--- config.mk ---
export PLATFORM = sky130hd
export DESIGN_NAME = nw_cell_scorer
export DESIGN_NICKNAME = d
export VERILOG_FILES = /design/src/rtl/nw_pkg.sv /design/src/rtl/nw_max3_sat.sv /design/src/rtl/nw_cell_scorer.sv
export SDC_FILE = /design/constraint.sdc
export NUM_CORES = 1
export LEC_CHECK = 0
export CAP_MARGIN = 20
export CELL_PAD_IN_SITES_DETAIL_PLACEMENT = 2
export CELL_PAD_IN_SITES_GLOBAL_PLACEMENT = 2
export CORE_MARGIN = 2
export CORE_UTILIZATION = 35
export CTS_BUF_LIST = sky130_fd_sc_hd__clkbuf_8 sky130_fd_sc_hd__clkbuf_16
export DETAILED_ROUTE_END_ITERATION = 10
export PLACE_DENSITY = 0.77
export SLEW_MARGIN = 20
export SYNTH_ARGS = -nofsm -noshare
export SYNTH_HDL_FRONTEND = slang
export SYNTH_SLANG_ARGS = --single-unit
--- constraint.sdc ---
create_clock -name clk -period 7 [get_ports clk]
set_input_delay 1.05 -clock clk [delete_from_list [all_inputs] [get_ports clk]]
set_output_delay 1.05 -clock clk [all_outputs]
set_load 0.01 [all_outputs]
--- src/rtl/nw_pkg.sv ---
// Shared definitions for the Needleman-Wunsch fill engine: FSM states,
// symbol codes, default scoring constants and matrix address mapping.
package nw_pkg;

    typedef enum logic [3:0] {
        IDLE,
        INIT,
        RD_D,
        RD_U,
        RD_L,
        CALC,
        WR,
        ADV,
        FINISH,
        DONE
    } state_t;

    typedef enum logic [1:0] {
        SYM_A = 2'b00,
        SYM_C = 2'b01,
        SYM_G = 2'b10,
        SYM_T = 2'b11
    } sym_t;

    // Winning predecessor, consumed by traceback.
    typedef enum logic [1:0] {
        DIR_DIAG = 2'b00,
        DIR_UP   = 2'b01,
        DIR_LEFT = 2'b10
    } dir_t;

    localparam int DEF_MATCH    = 1;
    localparam int DEF_MISMATCH = -1;
    localparam int DEF_GAP      = -1;

    // Row-major linear address of cell (row, col) in an (n+1)x(n+1) matrix.
    function automatic int cell_addr(input int row, input int col, input int n);
        return row * (n + 1) + col;
    endfunction

endpackage

--- src/rtl/nw_max3_sat.sv ---
// Adds a bonus/penalty to each of three neighbour scores with signed
// saturation, then picks the maximum with priority diag > up > left.
module nw_max3_sat
    import nw_pkg::*;
#(
    parameter int SW = 8
) (
    input  logic [SW-1:0] diag_base,
    input  logic [SW-1:0] diag_add,
    input  logic [SW-1:0] up_base,
    input  logic [SW-1:0] up_add,
    input  logic [SW-1:0] left_base,
    input  logic [SW-1:0] left_add,
    output logic [SW-1:0] score,
    output logic [1:0]    dir
);

    localparam logic [SW-1:0] SAT_MAX = {1'b0, {(SW-1){1'b1}}};
    localparam logic [SW-1:0] SAT_MIN = {1'b1, {(SW-1){1'b0}}};

    // One extra bit of headroom; overflow shows as the top two bits differing.
    function automatic logic [SW-1:0] sat_add(input logic [SW-1:0] a, input logic [SW-1:0] b);
        logic [SW:0] s;
        s = {a[SW-1], a} + {b[SW-1], b};
        if (s[SW] != s[SW-1]) begin
            return s[SW] ? SAT_MIN : SAT_MAX;
        end
        return s[SW-1:0];
    endfunction

    logic [SW-1:0] diag_sum;
    logic [SW-1:0] up_sum;
    logic [SW-1:0] left_sum;

    assign diag_sum = sat_add(diag_base, diag_add);
    assign up_sum   = sat_add(up_base, up_add);
    assign left_sum = sat_add(left_base, left_add);

    // NOTE: every output gets a default before any branch, so no latch is inferred.
    always_comb begin
        score = diag_sum;
        dir   = DIR_DIAG;
        // Strict greater-than keeps the earlier candidate on ties.
        if ($signed(up_sum) > $signed(score)) begin
            score = up_sum;
            dir   = DIR_UP;
        end
        if ($signed(left_sum) > $signed(score)) begin
            score = left_sum;
            dir   = DIR_LEFT;
        end
    end

endmodule

--- src/rtl/nw_cell_scorer.sv ---
// Needleman-Wunsch score-matrix fill engine: initialises the gap boundaries,
// then reads D/U/L neighbours, scores and writes back every interior cell.
module nw_cell_scorer
    import nw_pkg::*;
#(
    parameter int N        = 2,
    parameter int BitAddr  = $clog2(N + 1),
    parameter int SW       = 8,
    parameter int AW       = $clog2((N + 1) * (N + 1)),
    parameter int MATCH    = DEF_MATCH,
    parameter int MISMATCH = DEF_MISMATCH,
    parameter int GAP      = DEF_GAP
) (
    input  logic              clk,
    input  logic              rst,
    input  logic              start,
    input  logic [BitAddr:0]  i,
    input  logic [BitAddr:0]  j,
    input  logic              end_filling,
    input  logic [1:0]        char_a,
    input  logic [1:0]        char_b,
    output logic              en_read,
    output logic              change_index,
    output logic [AW-1:0]     ram_addr,
    output logic              ram_we,
    output logic [SW-1:0]     ram_wr_data,
    input  logic [SW-1:0]     ram_rd_data,
    output logic              busy,
    output logic              done,
    output logic [SW-1:0]     final_score
);

    localparam int              IW        = BitAddr + 1;
    localparam int              CW        = $clog2(2 * N + 1);
    localparam logic [CW-1:0]   INIT_LAST = CW'(2 * N);
    localparam logic [IW-1:0]   LAST_IDX  = IW'(N - 1);
    localparam logic [SW-1:0]   GAP_ADD   = SW'(GAP);

    function automatic logic [AW-1:0] addr_of(input int row, input int col);
        return AW'(cell_addr(row, col, N));
    endfunction

    state_t        state;
    state_t        state_n;
    logic [CW-1:0] init_cnt;
    logic [SW-1:0] d_reg;
    logic [SW-1:0] u_reg;
    logic [SW-1:0] score_reg;
    logic [SW-1:0] final_q;

    int            init_row;
    int            init_col;
    int            row_i;
    int            col_j;
    logic [SW-1:0] init_val;
    logic [SW-1:0] match_add;
    logic [SW-1:0] cell_score;
    logic          last_cell;

    assign row_i     = int'(i);
    assign col_j     = int'(j);
    assign last_cell = (i == LAST_IDX) && (j == LAST_IDX);
    assign match_add = (char_a == char_b) ? SW'(MATCH) : SW'(MISMATCH);

    // Boundary walk: (0,0), then row 0 left to right, then column 0 top to bottom.
    always_comb begin
        init_row = 0;
        init_col = 0;
        if (int'(init_cnt) <= N) begin
            init_col = int'(init_cnt);
        end else begin
            init_row = int'(init_cnt) - N;
        end
    end

    assign init_val = SW'((init_row + init_col) * GAP);

    // The left neighbour is taken straight off the RAM read port during CALC.
    nw_max3_sat #(
        .SW(SW)
    ) u_max3 (
        .diag_base (d_reg),
        .diag_add  (match_add),
        .up_base   (u_reg),
        .up_add    (GAP_ADD),
        .left_base (ram_rd_data),
        .left_add  (GAP_ADD),
        .score     (cell_score),
        .dir       ()
    );

    always_comb begin
        state_n      = state;
        en_read      = 1'b0;
        change_index = 1'b0;
        ram_we       = 1'b0;
        ram_addr     = '0;
        ram_wr_data  = '0;
        busy         = 1'b1;
        done         = 1'b0;

        case (state)
            IDLE: begin
                busy = 1'b0;
                if (start) begin
                    state_n = INIT;
                end
            end
            INIT: begin
                ram_we      = 1'b1;
                ram_addr    = addr_of(init_row, init_col);
                ram_wr_data = init_val;
                if (init_cnt == INIT_LAST) begin
                    state_n = RD_D;
                end
            end
            RD_D: begin
                en_read  = 1'b1;
                ram_addr = addr_of(row_i, col_j);
                state_n  = RD_U;
            end
            RD_U: begin
                en_read  = 1'b1;
                ram_addr = addr_of(row_i, col_j + 1);
                state_n  = RD_L;
            end
            RD_L: begin
                en_read  = 1'b1;
                ram_addr = addr_of(row_i + 1, col_j);
                state_n  = CALC;
            end
            CALC: begin
                en_read = 1'b1;
                state_n = WR;
            end
            WR: begin
                en_read     = 1'b1;
                ram_we      = 1'b1;
                ram_addr    = addr_of(row_i + 1, col_j + 1);
                ram_wr_data = score_reg;
                state_n     = ADV;
            end
            ADV: begin
                en_read = 1'b1;
                if (last_cell) begin
                    state_n = FINISH;
                end else begin
                    change_index = 1'b1;
                    state_n      = RD_D;
                end
            end
            FINISH: begin
                if (end_filling) begin
                    state_n = DONE;
                end
            end
            DONE: begin
                busy = 1'b0;
                done = 1'b1;
                if (start) begin
                    state_n = INIT;
                end
            end
            default: begin
                busy    = 1'b0;
                state_n = IDLE;
            end
        endcase
    end

    // NOTE: state is assigned with <= so every register samples pre-edge values together.
    always_ff @(posedge clk or negedge rst) begin
        if (!rst) begin
            state     <= IDLE;
            init_cnt  <= '0;
            d_reg     <= '0;
            u_reg     <= '0;
            score_reg <= '0;
            final_q   <= '0;
        end else begin
            state <= state_n;

            if (state == INIT && init_cnt != INIT_LAST) begin
                init_cnt <= init_cnt + CW'(1);
            end else begin
                init_cnt <= '0;
            end

            // Read data arrives one cycle after its address was issued.
            if (state == RD_U) begin
                d_reg <= ram_rd_data;
            end
            if (state == RD_L) begin
                u_reg <= ram_rd_data;
            end
            if (state == CALC) begin
                score_reg <= cell_score;
            end
            if (state == ADV && last_cell) begin
                final_q <= score_reg;
            end
        end
    end

    assign final_score = final_q;

endmodule

# After elaboration in Yosys (flattened, before gate mapping)
# Cells that the tools add are included.
# W data, S select, Z words.
dict set report word_totals {
  register_bits 39
  inputBits 22
  output_inout_bits 25
  elab_cells 86
}
dict set report classes {
  addsub 14
  mul 3
  n_lt_le_gt_ge 3
  n_eq_ne 20
  muxes 31
  n_reduce_logical 9
}
# op count
set op_table {}
lappend op_table {{$mux W8} 12}
lappend op_table {{$pmux W4 S9} 1}
lappend op_table {{$mul A32 B3 Y4 const B} 1}
lappend op_table {{$mux W32} 1}
lappend op_table {{$add A4 B4 Y4} 5}
lappend op_table {{$pmux W4 S5} 1}
lappend op_table {{$add A8 B1 Y9 const B} 2}
lappend op_table {{$eq A4 B3 Y1 const B} 4}
lappend op_table {{$gt A8 B8 Y1} 2}
lappend op_table {{$mux W4} 4}
lappend op_table {{$pmux W8 S2} 1}
lappend op_table {{$add A8 B8 Y9} 1}
lappend op_table {{$mux W1} 9}
lappend op_table {{$add A3 B1 Y4 const B} 2}
lappend op_table {{$add A8 B4 Y8} 1}
lappend op_table {{$eq A4 B2 Y1 const B} 2}
lappend op_table {{$eq A4 B4 Y1 const B} 2}
lappend op_table {{$neg A8 Y8} 1}
lappend op_table {{$reduce_or A8 Y1} 1}
lappend op_table {{$eq A3 B1 Y1 const B} 2}
lappend op_table {{$mux W3} 2}
lappend op_table {{$reduce_or A6 Y1} 1}
lappend op_table {{$eq A4 B1 Y1 const B} 1}
lappend op_table {{$logic_not A4 Y1} 1}
lappend op_table {{other kinds (14)} 20}

# Longest topological paths before layout
# Gate-level depths: netlist of run 1.
dict set report depth {
  word_depth 10
  mapped_depth 30
  ltp_nobuf 29
}

# Modules after synthesis
# A second synthesis of run 1 with hierarchy kept.
dict set report hier_totals {
  hier_cells 467
  area_unflattened_um2 4464.3
}
# mod n_inst cells_each area_each_um2
set by_module_without_submodules {}
lappend by_module_without_submodules {nw_cell_scorer 1 233 2603.7}
lappend by_module_without_submodules {nw_max3_sat 1 234 1860.5}

# Worst setup path before layout of run 1
# Ideal clock, no wire load.
dict set report synth_timing {
  path_type {input to register}
  from {input port char_b[0]}
  to {register score_reg[1]}
  setup_ns 0.077
  arrival_time_ns 6.743
  setup_slack_ns 0.179
  stages 29
  path_buffers 2
  path_cell_list {xnor2_1 > nand2_1 > ha_1 > a211oi_1 > nor2_1 > o21a_1 > o211ai_1 > nand2_1 > xor2_1 > ha_1 > clkbuf_1 > nor4_1 > a311o_1 > or3_1 > nor2_1 > ha_1 > a21o_1 > a2111oi_4 > o211a_1 > nor3_1 > o21a_1 > ha_1 > a21oi_1 > a21oi_1 > a211o_1 > a31o_2 > buf_1 > a211o_1 > a21oi_1}
}
dict set report synth_between {
  elab_chain_len 10
  word_cells_on_any_way 12
  classes_between {add/sub (1); order compare (2); eq/ne (2); mux (7)}
}
# item line
set synth_rtl {}
lappend synth_rtl {{from (decl)} nw_cell_scorer.sv:21} ;# input logic [1:0] char_b,
lappend synth_rtl {{$eq A2 B2 Y1 *} nw_cell_scorer.sv:63} ;# assign match_add = (char_a == char_b) ? SW'(MATCH) : SW'(MISMATCH);
lappend synth_rtl {{$mux W8 *} nw_cell_scorer.sv:63}
lappend synth_rtl {{$add A8 B8 Y9 *} nw_max3_sat.sv:24} ;# s = {a[SW-1], a} + {b[SW-1], b};
lappend synth_rtl {{$mux W8 or $ne A1 B1 Y1 (tied branches)} {nw_max3_sat.sv:26, nw_max3_sat.sv:25}}
lappend synth_rtl {{$mux W8 or $mux W1 (tied branches)} nw_max3_sat.sv:25} ;# if (s[SW] != s[SW-1]) begin
lappend synth_rtl {{$mux W8 *} nw_max3_sat.sv:28} ;# return s[SW-1:0];
lappend synth_rtl {{$gt A8 B8 Y1} nw_max3_sat.sv:44} ;# if ($signed(up_sum) > $signed(score)) begin
lappend synth_rtl {{$mux W8 *} nw_max3_sat.sv:44}
lappend synth_rtl {{$gt A8 B8 Y1} nw_max3_sat.sv:48} ;# if ($signed(left_sum) > $signed(score)) begin
lappend synth_rtl {{$mux W8 *} nw_max3_sat.sv:48}
lappend synth_rtl {{to (signal assigned)} nw_cell_scorer.sv:197} ;# score_reg <= cell_score;
lappend synth_rtl {{to (decl)} nw_cell_scorer.sv:48} ;# logic [SW-1:0] score_reg;
# Every way passes the cells marked *; elsewhere a longest branch is shown, timed or not. The select of a mux whose other input is x is not followed.
# A chain may end at the register's enable or synchronous reset.

# Final worst setup path of run 1
dict set report layout_timing {
  from {input port char_a[1]}
  to {register score_reg[6]}
}
dict set report layout_between {
  elab_chain_len 10
  word_cells_on_any_way 12
  classes_between {add/sub (1); order compare (2); eq/ne (2); mux (7)}
}
# item line
set layout_rtl {}
lappend layout_rtl {{from (decl)} nw_cell_scorer.sv:20} ;# input logic [1:0] char_a,
lappend layout_rtl {{$eq A2 B2 Y1 *} nw_cell_scorer.sv:63}
lappend layout_rtl {{$mux W8 *} nw_cell_scorer.sv:63}
lappend layout_rtl {{$add A8 B8 Y9 *} nw_max3_sat.sv:24}
lappend layout_rtl {{$mux W8 or $ne A1 B1 Y1 (tied branches)} {nw_max3_sat.sv:26, nw_max3_sat.sv:25}}
lappend layout_rtl {{$mux W8 or $mux W1 (tied branches)} nw_max3_sat.sv:25}
lappend layout_rtl {{$mux W8 *} nw_max3_sat.sv:28}
lappend layout_rtl {{$gt A8 B8 Y1} nw_max3_sat.sv:44}
lappend layout_rtl {{$mux W8 *} nw_max3_sat.sv:44}
lappend layout_rtl {{$gt A8 B8 Y1} nw_max3_sat.sv:48}
lappend layout_rtl {{$mux W8 *} nw_max3_sat.sv:48}
# Marked as above.

==> flow_metrics.env, run 1 <==
export IMPL_ios=47
export IMPL_clk_latency_ns=0.30
export IMPL_drv_slew=0
export IMPL_antenna_cells=0
export IMPL_place_congestion=0.858
export IMPL_synthXorXnorAreaFrac_pct=6.84
export IMPL_ant_nets=0
export IMPL_cp_max_fo=5
export IMPL_vias_per_cell=5.62
export IMPL_critPathMaxStageDelay_ns=0.47
export IMPL_die_x_um=114
export IMPL_clock_path_buffers=2
export IMPL_grt_pass1_wl_mm=23.6
export IMPL_crit_cells=30
export IMPL_design_core_area_sq_mm=0.0119
export IMPL_layout_setup_ws_ns=-0.0975
export IMPL_synth_compound_area_share_pct=20.6
export IMPL_num_vias=4086
export IMPL_synth_edf_count=0
export IMPL_ys_types=62
export IMPL_cp_arrival_ns=7.26
export IMPL_wl_mm=16.5
export IMPL_finalSetupViolCount=3
export IMPL_area_growth_pct=34.7
export IMPL_first_iter_violations=145
export IMPL_synthSimpleGateAreaFrac_pct=17.3
export IMPL_worstHoldPathCells=1
export IMPL_min_path_type="register to register"
export IMPL_nets=665
export IMPL_ys_seq_elements=39
export IMPL_start_kind="primary input"
export IMPL_drc_errors=0
export IMPL_fin_crit_sh_pct=101
export IMPL_fp_dieH_um=114
export IMPL_critical_path_buf_inv_count=3
export IMPL_synth_top_area_share_pct=23.1
export IMPL_antenna_found_initial=0
export IMPL_initial_core_util_pct=35.5
export IMPL_numCtsBuffers=5
export IMPL_end_kind="register"
export IMPL_die_area_sq_mm=0.0130
export IMPL_final_common_cell="buf_4"
export IMPL_fp_row_count=40
export IMPL_violations="setup timing"
export IMPL_mappedNetlistArea_sq_mm=0.00423
export IMPL_routedWlPerCell_um=22.8
export IMPL_grt_overflow=0
export IMPL_drt_pass1_iter_count=4
export IMPL_muxShareOfSynthArea_pct=7.28
export IMPL_placement_cell_area_sq_mm=0.00514
export IMPL_cts_tree="yes"
export IMPL_worstMarginPinSlew_ns=0.919
export IMPL_drive_above_1_share_pct=24.5
export IMPL_cp_top_family="compound AO/OA/AOI/OAI gates"
export IMPL_ff2ff_path_depth=27
export IMPL_ys_warn_count=0
export IMPL_slew_headroom_pct=38.3
export IMPL_max_freq_mhz=141
export IMPL_status="complete, but fails checks"
export IMPL_path_clk_slew_ns=0.06
export IMPL_synth_flop_cell="dfrtp_1"
export IMPL_final_hold_viol_count=0
export IMPL_grt_max_degree=40
export IMPL_avgSynthCellArea_sq_um=8.74
export IMPL_synthAdderAreaFrac_pct=20.2
export IMPL_synth_seq_area_share_pct=23.1
export IMPL_skew_ns=0.0119
export IMPL_grt_pass1_vias=4461
export IMPL_stdcell_area_sq_mm=0.00570
export IMPL_io_buffers=46
export IMPL_fin_crit_ns=7.10
export IMPL_grt_usage_pct=23.2
export IMPL_postSynthCellCount=484
export IMPL_dp_hpwl_mm=11.5
export IMPL_path_class="primary input to register"
export IMPL_rsz0062_at_grt="yes"
export IMPL_synth_nets=570
export IMPL_synth_top_area_cell="dfrtp_1"
export IMPL_postCtsHoldBufs=0
export IMPL_synth_top_family_by_area="compound AO/OA/AOI/OAI gates"
export IMPL_pre_cts_slack_ns=-0.384
export IMPL_h_tree_depth=2
export IMPL_async_flop_share_pct=100
export IMPL_max_cap_violations=0
export IMPL_layout_common_cells="50 x buf_4, 49 x ha_1, 41 x clkdlybuf4s50_1"
export IMPL_root_buffer="clkbuf_16"
export IMPL_required_ns=7.16
export IMPL_synth_area_leaders="dfrtp_1 23%, ha_1 17%, mux2_2 4.8%"
export IMPL_critPathSlowestCell="a2111oi_4"
export IMPL_clock_sinks=39
## path summary, 6_finish.rpt
check                               start             end  slack (ns)
max                             char_a[1]    score_reg[6]        -0.1
min                        final_score[4]  final_score[4]        0.51
max reg2reg                      d_reg[1]    score_reg[6]        0.72
min reg2reg                final_score[4]  final_score[4]        0.51
max in group asynchronous             rst     init_cnt[1]        5.53
min in group asynchronous             rst        d_reg[0]        0.89
## stage by stage
| stage | util, % | std cells | hold WS [ns] | setup TNS, ns |
|---|---|---|---|---|
| detailed placement | 43.1 | 704 | 0.497 | -2.84 |
| floorplan | - | 484 | 0.465 | 0 |
| finish | 47.8 | 727 | 0.509 | -0.170 |
| global route | 47.8 | 727 | 0.533 | -1.76 |
| global placement | 43.1 | 704 | 0.497 | -0.804 |
| CTS | 45.6 | 719 | 0.514 | 0 |
## layout make-up
type | instances | area (sq um)
fill | 1276 | 6210
multi-input combinational | 394 | 3360
sequential | 39 | 976
timing repair buffer | 101 | 888
tap | 147 | 184
inverter | 38 | 143
clock buffer | 5 | 125
clock inverter | 3 | 25.0
## cell families after synthesis
logic type | after synthesis
compound gates | 123
other cells | 1
xor+xnor | 33
flops | 39
fa+ha+maj | 64
buf+inv | 52
mux | 28
simple gates | 144
## metal layers
| layer | track usage, % | wire length, um | vias to the layer above |
|---|---|---|---|
| li1 | - | - | 1923 |
| met1 | 27.5 | 6620 | 2057 |
| met2 | 44.0 | 9100 | 73 |
| met3 | 2.50 | 377 | 33 |
| met4 | 6.83 | 448 | 0 |
| met5 | 0 | 0 | - |
## Yosys cell counts (2+ instances only)
master and number:
or3_1 4, or2_2 3, nor3b_2 2, nor4_1 6
o211a_1 3, o21ai_0 17, and2_1 3, fa_1 7
nand3_1 6, o22ai_1 3, xor2_1 16, nor4b_1 2
o21ai_1 7, xnor2_1 17, a22oi_1 2, a31oi_1 4
nor3_1 19, a41o_1 2, o31ai_1 4, clkbuf_1 9
nand4_1 2, o21bai_1 3, buf_1 2, nor3b_1 3
o211ai_1 3, nand2_1 41, a21oi_1 29, a211o_1 3
o31a_1 3, dfrtp_1 39, nand2b_1 6, and4_1 2
mux2_2 18, ha_1 57, a21o_1 14, mux2_1 4
or4_1 2, mux2i_1 6, buf_2 3, a22o_1 6
o21a_1 8, nor2b_1 4, inv_1 37, a211oi_1 3
nor2_1 33
## repair_timing
| item | CTS | global route |
|---|---|---|
| pin swaps | 8 | 40 |
| buffers inserted | 7 | 7 |
| gates cloned | 0 | 1 |
| gates resized for setup | 17 | 52 |
| setup endpoints to repair | 8 | 8 |
## worst register-to-register path: cells and delay by family, from the launching register on
| kind | cells | cell delay (ns) |
|---|---|---|
| buffers and inverters | 2 | 0.22 |
| AOI/OAI and AO/OA | 11 | 2.80 |
| and+or+nand+nor | 9 | 1.46 |
| DFF | 1 | 0.42 |
| adders and majority gates | 4 | 1.07 |
| xor gates and xnor gates | 1 | 0.18 |
Power of run 1 is not shown: default switching activity piles up to over one toggle a cycle in this logic, so the estimate is an artifact.
==> run 2, diff against run 1 <==
PLACE_DENSITY = 0.85   (was 0.77)
==> run 2 against run 1 <==
  * The run still ends with setup timing left
  * Non-clock buffer count up 9
  * Global-route usage is 8.3 points higher
  * Worst setup slack lost 0.51 ns
  * Fmax shrank 6.7%
  * Final area grew 2.8%
  * Critical path type unchanged
  * Largest cell class unchanged
  * Highest routed layer unchanged
==> flow_metrics.env, run 2 (same netlist as run 1, synthesis figures left out) <==
export IMPL_drc_errors=0
export IMPL_path_class="primary input to register"
export IMPL_multi_input_area_sq_mm=0.00342
export IMPL_design_core_area_sq_mm=0.0119
export IMPL_tns_ns=-4.24
export IMPL_worstMarginPinSlew_ns=0.970
export IMPL_fin_crit_sh_pct=109
export IMPL_path_clk_slew_ns=0.06
export IMPL_slew_headroom_pct=35.3
export IMPL_wl_met2_mm=11.3
export IMPL_clk_latency_ns=0.32
export IMPL_ios=47
export IMPL_finalSetupViolCount=8
export IMPL_vias_per_cell=6.31
export IMPL_dp_hpwl_mm=12.3
export IMPL_root_buffer="clkbuf_16"
export IMPL_io_buffers=46
export IMPL_skew_ns=0.0164
export IMPL_die_area_sq_mm=0.0130
export IMPL_cp_arrival_ns=7.82
export IMPL_fp_row_count=40
export IMPL_postCtsHoldBufs=0
export IMPL_final_common_cell="buf_4"
export IMPL_first_iter_violations=312
export IMPL_ff2ff_path_depth=28
export IMPL_required_ns=7.21
export IMPL_place_congestion=0.885
export IMPL_whs_ns=0.518
export IMPL_clock_sinks=39
export IMPL_wl_mm=23.3
export IMPL_critPathSlowestCell="nor4_2"
export IMPL_start_kind="primary input"
export IMPL_initial_core_util_pct=35.5
export IMPL_min_path_type="register to register"
export IMPL_cpMostUsedCell="buf_4"
export IMPL_drv_slew=0
export IMPL_fp_dieH_um=114
export IMPL_wl_met3_mm=1.51
export IMPL_fin_crit_ns=7.60
export IMPL_pre_cts_slack_ns=-0.673
export IMPL_drive_above_1_share_pct=27.3
export IMPL_violations="setup timing"
export IMPL_ff_latch_area_sq_um=976
export IMPL_grt_pass1_wl_mm=30.6
export IMPL_num_vias=4642
export IMPL_layout_setup_ws_ns=-0.604
export IMPL_cts_tree="yes"
export IMPL_dr_max_layer_used="met4"
export IMPL_final_hold_viol_count=0
export IMPL_grt_max_degree=40
export IMPL_h_tree_depth=2
export IMPL_r2r_slack_ns=0.09
export IMPL_die_x_um=114
export IMPL_max_cap_violations=0
export IMPL_m1WireLength_mm=8.26
export IMPL_grt_overflow=0
export IMPL_end_kind="register"
export IMPL_ant_nets=0
export IMPL_fillers=1243
export IMPL_antenna_cells=0
export IMPL_routedWlPerCell_um=31.7
export IMPL_worstHoldPathCells=1
export IMPL_status="complete, but fails checks"
export IMPL_max_freq_mhz=132
export IMPL_layout_common_cells="59 x buf_4, 46 x ha_1, 41 x clkdlybuf4s50_1"
export IMPL_cp_max_fo=6
export IMPL_area_growth_pct=38.5
export IMPL_grt_pass1_vias=5052
export IMPL_antenna_found_initial=0
export IMPL_clock_path_buffers=2
export IMPL_numCtsBuffers=5
export IMPL_rsz0062_at_grt="yes"
export IMPL_nets=674
export IMPL_drt_pass1_iter_count=4
export IMPL_critPathMaxStageDelay_ns=0.53
export IMPL_grt_usage_pct=31.5
-- run 2: area by class of cell --
| type | instances | area share (%) |
|---|---|---|
| multi-input combinational | 394 | 58.5 |
| sequential | 39 | 16.7 |
| timing repair buffer | 110 | 16.3 |
| tap | 147 | 3.14 |
| inverter | 38 | 2.48 |
| clock buffer | 5 | 2.14 |
| clock inverter | 3 | 0.748 |
-- run 2: critical path, delay by kind of cell --
family                   cells  cell delay, ns
AND/OR/NAND/NOR              7            1.81
XOR/XNOR                     1            0.19
buffers and inverters        9            1.40
AO/OA/AOI/OAI               11            2.22
adder cells (fa/ha/maj)      4            1.13
-- run 2: path summary, 6_finish.rpt --
check                          startpoint             end
setup / recovery                char_b[0]    score_reg[0]
max in group asynchronous             rst        u_reg[0]
hold reg to reg            final_score[0]  final_score[0]
hold / removal             final_score[0]  final_score[0]
setup reg to reg                 d_reg[0]    score_reg[0]
min in group asynchronous             rst    score_reg[6]
-- run 2: metrics by stage --
| step | util (%) | cell area, sq um | cells |
|---|---|---|---|
| after floorplan | - | 4230 | 484 |
| after global placement | 43.2 | 5150 | 707 |
| after detailed placement | 43.2 | 5150 | 707 |
| after CTS | 47.2 | 5620 | 725 |
| after global routing | 49.2 | 5860 | 736 |
| final | 49.2 | 5860 | 736 |
-- run 2: layer usage --
layer,global-route usage [%],vias to the layer above
met5,0,-
met4,18.5,0
met3,7.60,148
met2,58.0,238
met1,32.5,2305
li1,-,1951
-- run 2: timing repair --
| item | in CTS | in global routing |
|---|---|---|
| gates cloned | 1 | 0 |
| setup buffers | 9 | 11 |
| gates resized for setup | 43 | 47 |
| pin swaps | 32 | 35 |
| endpoints found under the setup margin | 8 | 8 |
Power of run 2 is left out for the same reason.
